**src/rtl/rtc_set_sequencer.sv**
```systemverilog
`default_nettype none
// +--------------------------------------------------------------------+
// | rtc_set_sequencer: RTC time-set flow (bus load, BCD edit, commit)  |
// | Revision: 1.0                                                      |
// +--------------------------------------------------------------------+
module rtc_set_sequencer #(
  parameter int TIMEOUT_TICKS = 30,
  parameter int NFIELDS       = 9
) (
  input  logic       clk_i,
  input  logic       rst_i,
  input  logic       edit_i,
  input  logic       next_i,
  input  logic       inc_i,
  input  logic       dec_i,
  input  logic       cancel_i,
  input  logic       tick_i,
  output logic       bus_req_o,
  output logic       bus_we_o,
  output logic [3:0] bus_addr_o,
  output logic [7:0] bus_wdata_o,
  input  logic [7:0] bus_rdata_i,
  input  logic       bus_ack_i,
  output logic [3:0] field_o,
  output logic [7:0] value_o,
  output logic       busy_o,
  output logic       done_o,
  output logic       timeout_o
);

  localparam int         c_cnt_w = $clog2(TIMEOUT_TICKS + 1);
  localparam logic [3:0] c_last  = 4'(NFIELDS);

  typedef enum logic [1:0] {
    ST_IDLE   = 2'd0,
    ST_LOAD   = 2'd1,
    ST_EDIT   = 2'd2,
    ST_COMMIT = 2'd3
  } state_t;

  state_t              r_state, w_state_nxt;
  logic [7:0]          r_shadow     [NFIELDS];
  logic [7:0]          w_shadow_nxt [NFIELDS];
  logic [3:0]          r_field, w_field_nxt;
  logic [c_cnt_w-1:0]  r_tick_cnt, w_tick_cnt_nxt;
  logic                r_req, w_req_nxt;
  logic                r_we, w_we_nxt;
  logic [3:0]          r_addr, w_addr_nxt;
  logic [7:0]          r_wdata, w_wdata_nxt;
  logic                r_done, w_done_nxt;
  logic                r_timeout, w_timeout_nxt;
  logic [3:0]          r_field_o, w_field_o_nxt;
  logic [7:0]          r_value_o, w_value_o_nxt;
  logic                r_busy, w_busy_nxt;
  logic [3:0]          w_aidx, w_fidx, w_nidx;

  function automatic logic [7:0] f_min(input logic [3:0] f);
    return (f == 4'd4 || f == 4'd5) ? 8'h01 : 8'h00;
  endfunction

  function automatic logic [7:0] f_max(input logic [3:0] f);
    case (f)
      4'd3, 4'd7: return 8'h23;
      4'd4:       return 8'h31;
      4'd5:       return 8'h12;
      4'd6:       return 8'h99;
      default:    return 8'h59;
    endcase
  endfunction

  // Non-BCD or out-of-range reads fall back to the field minimum.
  function automatic logic [7:0] f_sanitize(input logic [3:0] f, input logic [7:0] v);
    if (v[7:4] > 4'd9 || v[3:0] > 4'd9 || v < f_min(f) || v > f_max(f))
      return f_min(f);
    return v;
  endfunction

  function automatic logic [7:0] f_inc(input logic [3:0] f, input logic [7:0] v);
    if (v == f_max(f))     return f_min(f);
    if (v[3:0] == 4'd9)    return {v[7:4] + 4'd1, 4'd0};
    return v + 8'd1;
  endfunction

  function automatic logic [7:0] f_dec(input logic [3:0] f, input logic [7:0] v);
    if (v == f_min(f))     return f_max(f);
    if (v[3:0] == 4'd0)    return {v[7:4] - 4'd1, 4'd9};
    return v - 8'd1;
  endfunction

  always_comb begin
    w_state_nxt    = r_state;
    w_field_nxt    = r_field;
    w_tick_cnt_nxt = r_tick_cnt;
    w_req_nxt      = r_req;
    w_we_nxt       = r_we;
    w_addr_nxt     = r_addr;
    w_wdata_nxt    = r_wdata;
    w_done_nxt     = 1'b0;
    w_timeout_nxt  = 1'b0;
    w_aidx         = r_addr - 4'd1;
    w_fidx         = r_field - 4'd1;
    for (int i = 0; i < NFIELDS; i++) w_shadow_nxt[i] = r_shadow[i];

    case (r_state)
      ST_IDLE: begin
        if (edit_i) begin
          w_state_nxt = ST_LOAD;
          w_req_nxt   = 1'b1;
          w_we_nxt    = 1'b0;
          w_addr_nxt  = 4'd1;
        end
      end
      ST_LOAD: begin
        if (r_req && bus_ack_i) begin
          w_shadow_nxt[w_aidx] = f_sanitize(r_addr, bus_rdata_i);
          w_req_nxt            = 1'b0;
          if (r_addr == c_last) begin
            w_state_nxt    = ST_EDIT;
            w_field_nxt    = 4'd1;
            w_tick_cnt_nxt = '0;
            w_addr_nxt     = 4'd0;
          end else begin
            w_addr_nxt = r_addr + 4'd1;
          end
        end else if (!r_req) begin
          w_req_nxt = 1'b1;
        end
      end
      ST_EDIT: begin
        if (cancel_i) begin
          w_state_nxt = ST_IDLE;
        end else if (edit_i) begin
          w_state_nxt = ST_COMMIT;
          w_req_nxt   = 1'b1;
          w_we_nxt    = 1'b1;
          w_addr_nxt  = 4'd1;
          w_wdata_nxt = r_shadow[0];
        end else if (next_i) begin
          w_field_nxt    = (r_field == c_last) ? 4'd1 : r_field + 4'd1;
          w_tick_cnt_nxt = '0;
        end else if (inc_i || dec_i) begin
          w_tick_cnt_nxt = '0;
          if (inc_i != dec_i)
            w_shadow_nxt[w_fidx] = inc_i ? f_inc(r_field, r_shadow[w_fidx])
                                         : f_dec(r_field, r_shadow[w_fidx]);
        end else if (tick_i) begin
          if (r_tick_cnt == c_cnt_w'(TIMEOUT_TICKS - 1)) begin
            w_state_nxt    = ST_IDLE;
            w_timeout_nxt  = 1'b1;
            w_tick_cnt_nxt = '0;
          end else begin
            w_tick_cnt_nxt = r_tick_cnt + 1'b1;
          end
        end
      end
      ST_COMMIT: begin
        if (r_req && bus_ack_i) begin
          w_req_nxt = 1'b0;
          if (r_addr == c_last) begin
            w_state_nxt = ST_IDLE;
            w_done_nxt  = 1'b1;
            w_we_nxt    = 1'b0;
            w_addr_nxt  = 4'd0;
            w_wdata_nxt = 8'h00;
          end else begin
            w_addr_nxt = r_addr + 4'd1;
          end
        end else if (!r_req) begin
          // Address was advanced on the ack edge, so it already names the next field.
          w_req_nxt   = 1'b1;
          w_wdata_nxt = r_shadow[w_aidx];
        end
      end
      default: w_state_nxt = ST_IDLE;
    endcase

    w_nidx        = w_field_nxt - 4'd1;
    w_busy_nxt    = (w_state_nxt != ST_IDLE);
    w_field_o_nxt = (w_state_nxt == ST_EDIT) ? w_field_nxt : 4'd0;
    w_value_o_nxt = (w_state_nxt == ST_EDIT) ? w_shadow_nxt[w_nidx] : 8'h00;
  end

  always_ff @(posedge clk_i or posedge rst_i) begin
    if (rst_i) begin
      r_state    <= ST_IDLE;
      r_field    <= 4'd0;
      r_tick_cnt <= '0;
      r_req      <= 1'b0;
      r_we       <= 1'b0;
      r_addr     <= 4'd0;
      r_wdata    <= 8'h00;
      r_done     <= 1'b0;
      r_timeout  <= 1'b0;
      r_field_o  <= 4'd0;
      r_value_o  <= 8'h00;
      r_busy     <= 1'b0;
      for (int i = 0; i < NFIELDS; i++) r_shadow[i] <= 8'h00;
    end else begin
      r_state    <= w_state_nxt;
      r_field    <= w_field_nxt;
      r_tick_cnt <= w_tick_cnt_nxt;
      r_req      <= w_req_nxt;
      r_we       <= w_we_nxt;
      r_addr     <= w_addr_nxt;
      r_wdata    <= w_wdata_nxt;
      r_done     <= w_done_nxt;
      r_timeout  <= w_timeout_nxt;
      r_field_o  <= w_field_o_nxt;
      r_value_o  <= w_value_o_nxt;
      r_busy     <= w_busy_nxt;
      for (int i = 0; i < NFIELDS; i++) r_shadow[i] <= w_shadow_nxt[i];
    end
  end

  assign bus_req_o   = r_req;
  assign bus_we_o    = r_we;
  assign bus_addr_o  = r_addr;
  assign bus_wdata_o = r_wdata;
  assign field_o     = r_field_o;
  assign value_o     = r_value_o;
  assign busy_o      = r_busy;
  assign done_o      = r_done;
  assign timeout_o   = r_timeout;

endmodule
`default_nettype wire

```
**config.mk**
```make
export PLATFORM = sky130hd
export DESIGN_NAME = rtc_set_sequencer
export DESIGN_NICKNAME = d
export VERILOG_FILES = /design/src/rtl/rtc_set_sequencer.sv
export SDC_FILE = /design/constraint.sdc
export NUM_CORES = 1
export LEC_CHECK = 0
export CORE_MARGIN = 3
export CORE_UTILIZATION = 56
export CTS_CLUSTER_SIZE = 24
export DETAILED_ROUTE_END_ITERATION = 6
export GPL_ROUTABILITY_DRIVEN = 0
export PLACE_DENSITY_LB_ADDON = 0.12
export SETUP_SLACK_MARGIN = 0.1
export SLEW_MARGIN = 20
export SYNTH_ARGS = -nofsm -noshare
export SYNTH_HDL_FRONTEND = slang
export SYNTH_SLANG_ARGS = --single-unit
```
**constraint.sdc**
```tcl
create_clock -name clk_i -period 5 [get_ports clk_i]
set_clock_uncertainty 0.05 [all_clocks]
set_input_delay 1 -clock clk_i [delete_from_list [all_inputs] [get_ports clk_i]]
set_output_delay 1 -clock clk_i [all_outputs]
set_load 0.02 [all_outputs]
```
==> flow_summary.ini <==
[synthesis]
synth_edf_count = 0
synth_xor_area_share_pct = 1.32
syn_area_per_cell_um2 = 8.61
synthAdderAreaFrac_pct = 4.84
yosys.area_share.simple_pct = 17.9
synth_top_family_by_area = compound AO/OA/AOI/OAI gates
ys_types = 83
syn_area_um2 = 9300
yosys_warnings = 0
postSynthCellCount = 1081
synth_compound_area_share_pct = 31.5
async_flop_share_pct = 100
synthMuxAreaShare_pct = 9.99
ys_seq_area_share_pct = 30.1
ys_ff_latch = 112
synthFlopType = dfrtp_1
synth_nets = 1134

[setup_path]
cp.required_ps = 5250
critical_path.max_stage_delay_ps = 580
rr_worst_depth = 16
r2r_slack_ps = 340
path_cells = inv_1 > ha_1 > buf_4 > mux4_2 > a22o_1 > nor2_2 > ha_1 > nand4_1 > or4_1 > o31ai_1 > buf_4 > nor2_1 > buf_4 > o311ai_0 > o211ai_1 > o211ai_1
critPathKind = register to register
worstPathArrival_ps = 4900
r2r_end = value_o[5]
crit_family = simple AND/OR/NAND/NOR gates
slowest_stage = or4_1
cp-end-kind = register
cp_common_cell = buf_4
worstReg2RegStart = r_field[0]
start_kind = register
worst-path-buf-inv = 4
worstPathMaxFanout = 8

[global_route]
grt_pass1_wl_um = 53800
grt_pass1_vias = 9234
grt_max_degree = 54
grt_overflow = 0
grt_use_total_pct = 38.7
antenna_found_initial = 1

[route]
drc = 10
drt-vias-per-instance = 7.33
ant_nets = 0
routed_wl_um = 35200
post_drt_wl_per_cell_um = 26.0
num_vias = 9933
first_iter_violations = 1698
first_pass_iters = 7

[layout]
syn2layout_area_growth_pct = 13.6
diodes = 0
nets = 1187
drive_gt1_share_pct = 12.7
nFillCells = 1339

[sta]
fin_crit_ps = 4660
setup_viol = 0
max_clock_freq_mhz = 215
fin_tns_setup_ps = 0
rsz0062_at_grt = no
fin_ws_ps = 344
fin_hold_ws_ps = 428
slew_headroom_pct = 31.2
finalHoldViolCount = 0
period_share_pct = 93.1
drv_slew = 0
tightest_slew_ps = 1030

[clock_network]
clockBufferDepth = 2
h-tree-depth = 3
cts_made_buffers = 9
cts_tree = built
root_buffer = clkbuf_16
cts.sinks = 112
clk_pin_slew_ps = 90
clkLatencyLatePin_ps = 380

[die]
die_w_um = 135
die-area_um2 = 18200
coreArea_um2 = 16100
die_y_um = 135
io_pins = 46
initial_core_util_pct = 57.9
row_count = 46

[status]
failed_checks = design-rule violations
outcome = finished with violations

[hold_path]
min_path_type = register to register
worstHoldStart = bus_wdata_o[5]
hold_path_end = bus_wdata_o[5]
hold_path_depth = 2

[place]
portBuffers = 45
hpwl_um = 26100
dp_slack_ps = 261

[power_and_ir_drop]
p_total_mw = 3.14
p_leak_nw = 4.28
p_per_area_nw_per_um2 = 297
ir_drop_v = 0.000284

[flow_run]
max-cap-violations = 0
## report_power, final
part | switching (mW) | leakage [nW] | internal [mW]
registers | 0.0554 | 1.55 | 0.944
clock network | 0.403 | 0.160 | 0.410
logic | 0.921 | 2.56 | 0.410
total | 1.38 | 4.28 | 1.76
## worst max path at each step
stage / startpoint / endpoint / slack, ps / cells after the start
3_3_place_gp: edit_i / value_o[3] / 290 / 11
6_report: r_field[0] / value_o[5] / 340 / 16
3_5_place_dp: edit_i / value_o[3] / 260 / 11
2_1_floorplan: r_field[0] / value_o[6] / 140 / 20
5_1_grt: r_field[0] / value_o[5] / 110 / 17
4_1_cts: r_field[0] / value_o[5] / 410 / 16
## cell usage after synthesis, types with 7 or more instances
master / n / area share, %
dfrtp_1: 112 / 30
a31oi_1: 9 / 0.61
a22oi_1: 68 / 5.5
a22o_1: 13 / 1.2
o21a_1: 7 / 0.56
o31ai_1: 13 / 1.0
o22ai_1: 8 / 0.54
and3_1: 17 / 1.1
nor2b_1: 13 / 0.87
buf_2: 10 / 0.54
nand2_1: 105 / 4.2
a211oi_1: 7 / 0.56
o21ai_0: 117 / 6.3
nor2_1: 81 / 3.3
nand2b_1: 7 / 0.47
and2_1: 16 / 1.1
o211ai_1: 26 / 2.1
a21o_1: 17 / 1.4
nand3_1: 38 / 2.0
inv_1: 39 / 1.6
mux4_2: 33 / 8.0
clkbuf_1: 36 / 1.5
a21oi_1: 55 / 3.0
xnor2_1: 8 / 0.75
ha_1: 36 / 4.8
buf_1: 14 / 0.56
nand4_1: 8 / 0.54
a32oi_1: 10 / 0.94
o21bai_1: 7 / 0.56
mux2i_1: 13 / 1.4
nor3_1: 17 / 0.91
## worst min-delay path, delay by kind of cell (launching register included)
| kind | cells | cell delay, ps |
|---|---|---|
| AOI/OAI and AO/OA | 1 | 60 |
| DFF | 1 | 350 |
| and+or+nand+nor | 1 | 40 |
## area by class of cell
class	instances	area (um2)	area share, %
inverter	40	153	1.44
tap	216	270	2.56
sequential	112	2800	26.5
multi-input combinational	867	6100	57.8
clock buffer	9	225	2.13
clock inverter	7	108	1.02
timing repair buffer	104	906	8.57
## cell usage in the layout, fill, tap and decap left out, types with 7 or more instances in the layout
| cell type | n |
|---|---|
| a211oi_1 | 7 |
| a21o_1 | 17 |
| a21oi_1 | 54 |
| a22o_1 | 13 |
| a22oi_1 | 68 |
| a31oi_1 | 9 |
| a32oi_1 | 10 |
| and2_1 | 16 |
| and3_1 | 17 |
| buf_4 | 58 |
| clkbuf_16 | 9 |
| clkdlybuf4s50_1 | 45 |
| dfrtp_1 | 112 |
| ha_1 | 35 |
| inv_1 | 38 |
| mux2i_1 | 13 |
| mux4_2 | 33 |
| nand2_1 | 105 |
| nand2b_1 | 7 |
| nand3_1 | 38 |
| nand4_1 | 8 |
| nor2_1 | 80 |
| nor2b_1 | 13 |
| nor3_1 | 17 |
| o211ai_1 | 26 |
| o21a_1 | 7 |
| o21ai_0 | 117 |
| o21bai_1 | 7 |
| o22ai_1 | 8 |
| o31ai_1 | 13 |
| xnor2_1 | 8 |
## sequential cells by signal (all words and copies together) (netlist names)
signal       cells
value_o          8
bus_we_o         1
r_state          2
busy_o           1
done_o           1
bus_addr_o       4
r_field          4
r_tick_cnt       5
timeout_o        1
r_shadow        72
bus_req_o        1
field_o          4
bus_wdata_o      8
## layer usage
layer | vias up | part of all wire, % | track usage, %
met3 | 201 | 15 | 11.5
met1 | 4528 | 38 | 52.8
li1 | 4256 | - | -
met4 | 5 | 6.3 | 19.5
met2 | 943 | 41 | 55.8
met5 | - | 0.14 | 2.22
## kinds of logic (layout without fill, tap and decap cells)
logic type,Yosys count,count (layout)
mux,51,51
xor+xnor,14,14
simple gates,342,342
fa+ha+maj,36,36
compound gates,424,424
buf+inv,102,160
flops,112,112
## per-stage QoR
step | instances | utilization, % | instance area, um2
2_1_floorplan | 1081 | - | 9310
3_3_place_gp | 1339 | 63.7 | 10200
3_5_place_dp | 1339 | 63.7 | 10200
4_1_cts | 1355 | 65.8 | 10600
5_1_grt | 1355 | 65.8 | 10600
6_report | 1355 | 65.8 | 10600
## what timing repair did
item	4_1_cts	5_1_grt
buffers inserted	0	0
resized for setup	0	1
setup endpoints to repair	0	1
hold buffers	0	0
Note: power is estimated with default switching activity, not from simulation.
